`src/rtl/sort_pkg.sv`:
```
// Shared types and constants for the compare-exchange sort sequencer.
package sort_pkg;

  localparam logic signed [15:0] DATA_MIN = 16'sh8000;
  localparam int DEPTH_DEF = 16;
  localparam int CNT_W = $clog2(DEPTH_DEF + 1);

  typedef enum logic [1:0] {
    IDLE  = 2'd0,
    LOAD  = 2'd1,
    DRAIN = 2'd2
  } state_t;

  function automatic int cnt_width(input int depth);
    return $clog2(depth + 1);
  endfunction

endpackage

```
`src/rtl/sort_out_fifo.sv`:
```
// Small synchronous FIFO holding {last, data} for the sorted output stream.
module sort_out_fifo #(
  parameter int W     = 17,
  parameter int DEPTH = 3
) (
  input  logic                           clk,
  input  logic                           rst_n,
  input  logic                           push,
  input  logic [W-1:0]                   din,
  input  logic                           pop,
  output logic [W-1:0]                   dout,
  output logic [$clog2(DEPTH+1)-1:0]     count
);

  localparam int AW  = (DEPTH > 1) ? $clog2(DEPTH) : 1;
  localparam int FCW = $clog2(DEPTH + 1);
  localparam logic [FCW-1:0] FULL   = FCW'(DEPTH);
  localparam logic [AW-1:0]  LAST_A = AW'(DEPTH - 1);

  logic [W-1:0]  mem [DEPTH];
  logic [AW-1:0] wr_ptr;
  logic [AW-1:0] rd_ptr;
  logic          do_push;
  logic          do_pop;

  assign do_pop  = pop && (count != '0);
  assign do_push = push && ((count != FULL) || do_pop);
  assign dout    = mem[rd_ptr];

  // storage carries data only, so it is left out of reset
  always_ff @(posedge clk) begin
    if (do_push) mem[wr_ptr] <= din;
  end

  always_ff @(posedge clk or negedge rst_n) begin
    if (!rst_n) begin
      wr_ptr <= '0;
      rd_ptr <= '0;
      count  <= '0;
    end else begin
      if (do_push) wr_ptr <= (wr_ptr == LAST_A) ? '0 : wr_ptr + AW'(1);
      if (do_pop)  rd_ptr <= (rd_ptr == LAST_A) ? '0 : rd_ptr + AW'(1);
      case ({do_push, do_pop})
        2'b10:   count <= count + FCW'(1);
        2'b01:   count <= count - FCW'(1);
        default: count <= count;
      endcase
    end
  end

endmodule

```
`src/rtl/sort_seq_ctrl.sv`:
```
// Sequencer for a DEPTH-cell compare-exchange sort chain: loads a frame, drains it largest first.
// Optional SORT_SEQ_ERR_EN adds err_ovf (frame overflow pulse) and frm_cnt (completed frames).
module sort_seq_ctrl
  import sort_pkg::*;
#(
  parameter int DEPTH     = 16,
  parameter int CHAIN_LAT = 1,
  parameter int DW        = 16
) (
  input  logic                 clk,
  input  logic                 rst_n,
  input  logic                 s_vld,
  output logic                 s_rdy,
  input  logic signed [DW-1:0] s_data,
  input  logic                 s_last,
  output logic                 chain_vld,
  output logic                 chain_dir,
  output logic signed [DW-1:0] chain_din,
  input  logic signed [DW-1:0] chain_dout,
  output logic                 m_vld,
  input  logic                 m_rdy,
  output logic signed [DW-1:0] m_data,
  output logic                 m_last
`ifdef SORT_SEQ_ERR_EN
  ,
  output logic                 err_ovf,
  output logic [15:0]          frm_cnt
`endif
);

  localparam int CW = cnt_width(DEPTH);
  localparam int FD = CHAIN_LAT + 2;
  localparam int FW = $clog2(FD + 1);
  localparam logic [CW-1:0] DEPTH_V = CW'(DEPTH);
  localparam logic [CW-1:0] LAST_V  = CW'(DEPTH - 1);
  localparam logic [FW:0]   FD_V    = (FW + 1)'(FD);
  localparam logic signed [DW-1:0] MIN_V = {1'b1, {(DW-1){1'b0}}};

  state_t              state;
  state_t              state_nxt;
  logic [CW-1:0]       n_cnt;
  logic [CW-1:0]       pls_cnt;
  logic [CW-1:0]       cap_cnt;
  logic [CHAIN_LAT-1:0] vld_p;
  logic [FW-1:0]       inflight;
  logic [FW-1:0]       fifo_cnt;
  logic [DW:0]         fifo_din;
  logic [DW:0]         fifo_dout;
  logic                accept;
  logic                pulse;
  logic                cap;
  logic                push;
  logic                pop;
  logic                credit_ok;
  logic                frame_end;
  logic                drain_done;

  always_comb begin
    inflight = '0;
    for (int i = 0; i < CHAIN_LAT; i++) inflight = inflight + FW'(vld_p[i]);
  end

  // in-flight drain pulses reserve a FIFO slot, including ones that will be discarded
  assign credit_ok  = ({1'b0, fifo_cnt} + {1'b0, inflight}) < FD_V;
  assign frame_end  = s_last || (n_cnt == LAST_V);
  assign drain_done = (pls_cnt == DEPTH_V) && (inflight == '0) && (fifo_cnt == '0);

  always_comb begin
    state_nxt = state;
    s_rdy     = 1'b0;
    accept    = 1'b0;
    pulse     = 1'b0;
    chain_vld = 1'b0;
    chain_dir = 1'b0;
    chain_din = MIN_V;
    case (state)
      IDLE: begin
        if (s_vld) state_nxt = LOAD;
      end
      LOAD: begin
        s_rdy  = 1'b1;
        accept = s_vld;
        if (accept) begin
          chain_vld = 1'b1;
          chain_din = s_data;
          if (frame_end) state_nxt = DRAIN;
        end
      end
      DRAIN: begin
        chain_dir = 1'b1;
        pulse     = (pls_cnt != DEPTH_V) && credit_ok;
        chain_vld = pulse;
        if (drain_done) state_nxt = IDLE;
      end
      default: state_nxt = IDLE;
    endcase
  end

  // stage boundary: drain pulse -> chain_dout capture after CHAIN_LAT cycles
  assign cap      = vld_p[CHAIN_LAT-1];
  assign push     = cap && (cap_cnt < n_cnt);
  assign fifo_din = {(cap_cnt + CW'(1)) == n_cnt, chain_dout};

  always_ff @(posedge clk or negedge rst_n) begin
    if (!rst_n) begin
      state   <= IDLE;
      n_cnt   <= '0;
      pls_cnt <= '0;
      cap_cnt <= '0;
      vld_p   <= '0;
    end else begin
      state <= state_nxt;
      vld_p <= (vld_p << 1) | CHAIN_LAT'(pulse);
      if (state == IDLE) begin
        n_cnt   <= '0;
        pls_cnt <= '0;
        cap_cnt <= '0;
      end else begin
        if (accept) n_cnt   <= n_cnt + CW'(1);
        if (pulse)  pls_cnt <= pls_cnt + CW'(1);
        if (cap)    cap_cnt <= cap_cnt + CW'(1);
      end
    end
  end

  sort_out_fifo #(
    .W     (DW + 1),
    .DEPTH (FD)
  ) u_out_fifo (
    .clk   (clk),
    .rst_n (rst_n),
    .push  (push),
    .din   (fifo_din),
    .pop   (pop),
    .dout  (fifo_dout),
    .count (fifo_cnt)
  );

  assign m_vld  = (fifo_cnt != '0);
  assign pop    = m_vld && m_rdy;
  assign m_data = m_vld ? $signed(fifo_dout[DW-1:0]) : '0;
  assign m_last = m_vld && fifo_dout[DW];

`ifdef SORT_SEQ_ERR_EN
  logic ovf_sticky;

  always_ff @(posedge clk or negedge rst_n) begin
    if (!rst_n) begin
      err_ovf    <= 1'b0;
      ovf_sticky <= 1'b0;
      frm_cnt    <= '0;
    end else begin
      err_ovf <= accept && !s_last && (n_cnt == LAST_V);
      if (accept && !s_last && (n_cnt == LAST_V)) ovf_sticky <= 1'b1;
      if ((state == DRAIN) && drain_done) frm_cnt <= frm_cnt + 16'd1;
    end
  end
`endif

endmodule

```
`config.mk`:
```
export PLATFORM = sky130hd
export DESIGN_NAME = sort_seq_ctrl
export DESIGN_NICKNAME = d
export VERILOG_FILES = /design/src/rtl/sort_pkg.sv /design/src/rtl/sort_out_fifo.sv /design/src/rtl/sort_seq_ctrl.sv
export SDC_FILE = /design/constraint.sdc
export NUM_CORES = 1
export LEC_CHECK = 0
export CAP_MARGIN = 20
export CORE_UTILIZATION = 50
export DETAILED_ROUTE_END_ITERATION = 8
export PLACE_DENSITY = 0.82
export SLEW_MARGIN = 10
export SYNTH_ARGS = -nofsm -noshare
export SYNTH_HDL_FRONTEND = slang
export SYNTH_SLANG_ARGS = --single-unit
```
`constraint.sdc`:
```
create_clock -name clk -period 8.68 [get_ports clk]
set_input_delay 2.17 -clock clk [delete_from_list [all_inputs] [get_ports clk]]
set_output_delay 2.17 -clock clk [all_outputs]
set_load 0.05 [all_outputs]
```
; ---- Word level (Yosys, flattened, before mapping)
; Memory sizes are Yosys's and may differ from the RTL's.
; Cells that the tools add are included.
[word_totals]
ramBits = 51
in_bits = 37
regBits = 24
mem_bits_ro = 0
latchBits = 0
mem_count = 1
[memory_table]
columns = memory, words, word_bits, rd, rd_ports_with_merged_regs, wr, line_no
row1 = u_out_fifo.mem, 3, 17, 1, 0, 1, sort_out_fifo.sv:20  ; logic [W-1:0] mem [DEPTH];
[op_classes]
n_mux = 25
mul = 0
n_eq_ne = 15
n_div = 0
reduce_logical = 19
n_bitwise = 0
order_cmp = 2
addsub = 8
n_shift = 0
[ops]
columns = op, count
row1 = $mux W16, 3
row2 = $mux W5, 6
row3 = $add A5 B1 Y5 const B, 3
row4 = $mux W2, 6
row5 = $ne A2 B2 Y1 const B, 5
row6 = $reduce_bool A2 Y1, 5
row7 = $eq A2 B2 Y1 const B, 4
row8 = $logic_and A1 B1 Y1, 8
row9 = $mux W1, 7
row10 = $add A2 B1 Y2 const B, 3
row11 = $logic_not A2 Y1, 3
row12 = $pmux W2 S3, 1
row13 = $eq A5 B4 Y1 const B, 1
row14 = $eq A5 B5 Y1, 1
row15 = $eq A5 B5 Y1 const B, 1
row16 = $lt A5 B5 Y1, 1
row17 = $ne A5 B5 Y1 const B, 1
row18 = $eq A2 B1 Y1 const B, 2
row19 = $pmux W2 S2, 1
row20 = $reduce_and A4 Y1, 1
row21 = $add A2 B1 Y3, 1
row22 = $lt A3 B2 Y1 const B, 1
row23 = $logic_or A1 B1 Y1, 2
row24 = $pmux W1 S2, 1
row25 = $sub A2 B1 Y2 const B, 1

; ---- Longest topological paths before layout
[logic_depth]
ltp_word = 7
mapped_depth = 8

; ---- Hierarchy
; Synthesis repeated with hierarchy kept, for this count alone.
[hier_totals]
hier_cells = 300
area_unflattened_um2 = 3629.7
[modules_own_cells]
columns = module, area_each_um2, cells_each, n_inst, seq_area_each_um2
row1 = sort_out_fifo, 2178.3, 134, 1, 1681.6
row2 = sort_seq_ctrl, 1451.4, 166, 1, 450.4

; ---- Worst setup path after synthesis
; No wires, ideal clock.
[synth_timing]
path_type = input to output
start = input s_vld
end = output chain_vld
arrival_time_ns = 2.996
path_stages = 3
t_required_ns = 6.510
setup_slack_ns = 3.514
path_cell_list = and2_1 > clkbuf_1 > o21a_1
[synth_between]
elab_chain_len = 2
[synth_lines]
columns = element, line_no
row1 = from (decl), sort_seq_ctrl.sv:12  ; input logic s_vld,
row2 = $mux W1, sort_seq_ctrl.sv:83  ; if (accept) begin
row3 = $pmux W1 S2, sort_seq_ctrl.sv:76  ; case (state)
row4 = to (decl), sort_seq_ctrl.sv:16  ; output logic chain_vld,
; No other way between the ends.

; ---- Worst setup path after layout
; Same ends and word-level chain as after synthesis.

==> results.md <==
* Clock slew at reported path FFs at 0.08 ns
* Rel. slew slack at 29.6%
* HPWL after detailed placement at 4690 microns
* EDFF count, synth at a little over 50
* Io pins at 74
* Max-cap violations at 0
* Largest net degree at the start of global routing at 37
* Worst slack at placement at 2.32 ns
* Routed met1 length at 2900 microns
* Die Y at 86.1 microns
* Row count at 30
* Kind of end point of the critical path: output port
* WS Path Type: input pin to output port
* Post-CTS Setup Repair Bufs at 0
* Placed insts at 456
* Clock root buffer master: clkbuf_8
* Non-Filler Instances at 474
* Initial Util at 51.8%
* RSZ-0062 raised after global routing: false
* IO buf count at 73
* Die area at 7410 sq um
* Core box area at 6830 sq um
* Hold Path Class: register to register
* Power density over the cells at 298 nW/um^2
* DRT iter0 DRCs at 68
* Post-CTS sizing at 0
* Total gr overflow at 0
* Compound-Gate Fraction of Synth Area at 6.97%
* Share of the synthesized area in the top cell type at 43.3%
* Total negative slack at 0 ns
* Ys async rst share at 32.0%
* Warnings, synthesis at 0
* Hold Crit Start: state[0]
* Clock Latency Late Sink at 0.35 ns
* Crit share post-route at between 70% and 80%
* Global Route Usage Sum at 19.9%
* Critical-path cell list: clkdlybuf4s50_1 > and2_1 > o21a_1 > clkdlybuf4s50_1
* Internal at between 800 and 900 uW
* Clock power share at a little over a fifth
* CP peak stage delay at 0.80 ns
* Top Metal Used: met4
* Top-count cell post-synth: nor2_1
* Worst-margin pin slew at 1.06 ns
* Post-route ant nets at 0
* CTS tree: done
* Post-synthesis sequential area ratio at 60.3%
* Residual DRC at 0
* Fmax at 0.157 GHz
* Share of cells above drive strength 1 at under 10%
* Max rail drop VDD at 270 uV
* CP max-delay cell: clkdlybuf4s50_1
* WL/cell at 14.2 microns
* Number of diodes at 0
* Nature of the critical path startpoint: input pin
* Top_reg_cell synth: edfxtp_1
* Filler cells at 493
* Initial antenna violation count at 0
* Gate power share at between 40% and 50%
* Routability cong. at 0.903
* Tmin final at 6.37 ns
* XOR/XNOR share of the synthesized area at 4.21%
* Dpl cell area at 4380 sq um
* Post-synth net total at 349
* Crit path max fanout at 17
* Number of global-route vias before repair at 2462
* Largest cells by area after synthesis: edfxtp_1 (43%), dfrtp_1 (17%), nor2_1 (5.7%)
* Final hold viol count at 0
* DRT Wirelength at ~6700 microns
* Endpoints failing setup at 0
* Final WS setup at between 2 and 2.5 ns
* Lkg Pwr at 1.89 nW
* DRT Pass-1 Iters at 4
* Min Hold Slack at 0.548 ns
* Mux cell area share after synthesis at approximately 6.0%
* Post-synth top area cell: edfxtp_1
* CP Buf/Inv Count at 2
* Required time worst endpoint at 6.51 ns
* Synthesis-stage register bit count at 75
* Crit path top cell by count: clkdlybuf4s50_1
* Via Count at 2430
* Syn Inst Count at about 300
* Max Slew Vio Count at 0
* Design area at between 4000 and 5000 sq um
* Critical path launch point: s_vld
* Die Width at 86.1 microns
* CTS Buf Count at 9
* H-tree Lvls at 3
* Post-DR vias/cell at 5.13
* Flop pwr share at 36.3%
* Adder-cell area share of the yosys netlist at 5.31%
* CTS max path bufs at 2
* Switching Fraction at 40.1%
* Commonest cells post-synth: nor2_1 (54), edfxtp_1 (51), dfrtp_1 (24)
* Nets@finish at roughly 430
* Met3 wire len at 338 microns
* First-pass GRT wire length at approximately 11000 microns
* # hold bufs at CTS at 0
* Met2 WL post-DR at 3390 microns
* Psw at 555 uW
* Worst path arrival time at 4.20 ns
* Status: completed
* Cell Area, Synth at around 3500 sq um
* Sink Count at 75
* Largest family of logic cells by synthesized area: simple AND/OR/NAND/NOR gates
* Family with the most delay on the worst path: buffers and inverters
* Final clock skew at 0.0164 ns
* Distinct cells, synth at 33
* Synth Area in Simple Gates at 14.3%
* Mean Syn Cell Area at 11.9 sq um
* P&R area growth vs syn at 31.3%
* RR Startpoint: n_cnt[1]
[cell families (layout without fill, tap and decap cells)]
logic type                 Yosys count  after routing
and+or+nand+nor                    105            105
DFF                                 75             75
AOI/OAI and AO/OA                   37             37
buffers and inverters               27            108
muxes                               21             21
xor gates and xnor gates            17             17
adders and majority gates           15             15
[path summary, 6_finish.rpt]
check / endpoint / cells after the start / slack (ns)
worst max-delay path: chain_vld / 4 / 2.31
worst min-delay path: state[0] / 1 / 0.55
worst max register to register: u_out_fifo.mem[1][15] / 7 / 5.91
worst min register to register: state[0] / 1 / 0.55
max in group asynchronous: u_out_fifo.count[0] / 2 / 6.15
min in group asynchronous: cap_cnt[1] / 1 / 2.09
[layout by cell type (no fill, tap or decap), types with 2 or more instances in the layout]
| cell type | instances |
|---|---|
| a211oi_1 | 2 |
| a21o_1 | 6 |
| a21oi_1 | 19 |
| and2_1 | 2 |
| and3_1 | 17 |
| buf_4 | 4 |
| bufinv_16 | 2 |
| clkbuf_8 | 9 |
| clkdlybuf4s50_1 | 73 |
| dfrtp_1 | 24 |
| edfxtp_1 | 51 |
| ha_1 | 15 |
| inv_1 | 13 |
| mux2i_1 | 20 |
| nand2_1 | 11 |
| nand4_1 | 8 |
| nor2_1 | 54 |
| nor2b_1 | 3 |
| nor3b_1 | 2 |
| nor3b_2 | 2 |
| o21ai_0 | 3 |
| o22a_1 | 2 |
| xnor2_1 | 8 |
| xor2_1 | 9 |
[stage by stage]
stage                     util, %  total power [mW]
after CTS                    67.3              1.38
after detailed placement     64.1              1.09
after global placement       64.1              1.07
after floorplan                 -             0.913
after global routing         68.0              1.47
final                        68.0              1.39
[registers in the layout, summed over array words and instances, names as in the netlist]
name	cells
u_out_fifo.mem	51
cap_cnt	5
n_cnt	5
pls_cnt	5
state	2
u_out_fifo.count	2
u_out_fifo.rd_ptr	2
u_out_fifo.wr_ptr	2
cap	1
[layout make-up]
| class | count | area, sq um | share of cell area, % |
|---|---|---|---|
| Timing Repair Buffer | 79 | 803 | 17.3 |
| Tap cell | 96 | 120 | 2.59 |
| Clock buffer | 9 | 124 | 2.67 |
| Inverter | 13 | 48.8 | 1.05 |
| Sequential cell | 75 | 2130 | 45.9 |
| Clock inverter | 7 | 100 | 2.16 |
| Multi-Input combinational cell | 195 | 1320 | 28.3 |
[power by group through the flow]
stage	clock [mW]	combinational, mW	sequential, mW
detailed placement	0	0.566	0.521
finish	0.298	0.586	0.502
CTS	0.301	0.569	0.513
global placement	0	0.552	0.517
floorplan	0	0.443	0.470
global route	0.319	0.637	0.510
[routing by layer]
layer	vias up	GRT usage, %
li1	1205	-
met1	1146	24.1
met2	72	34.3
met3	7	5.39
met4	0	6.67
met5	-	0
No activity file was read; power rests on OpenSTA's default activity.
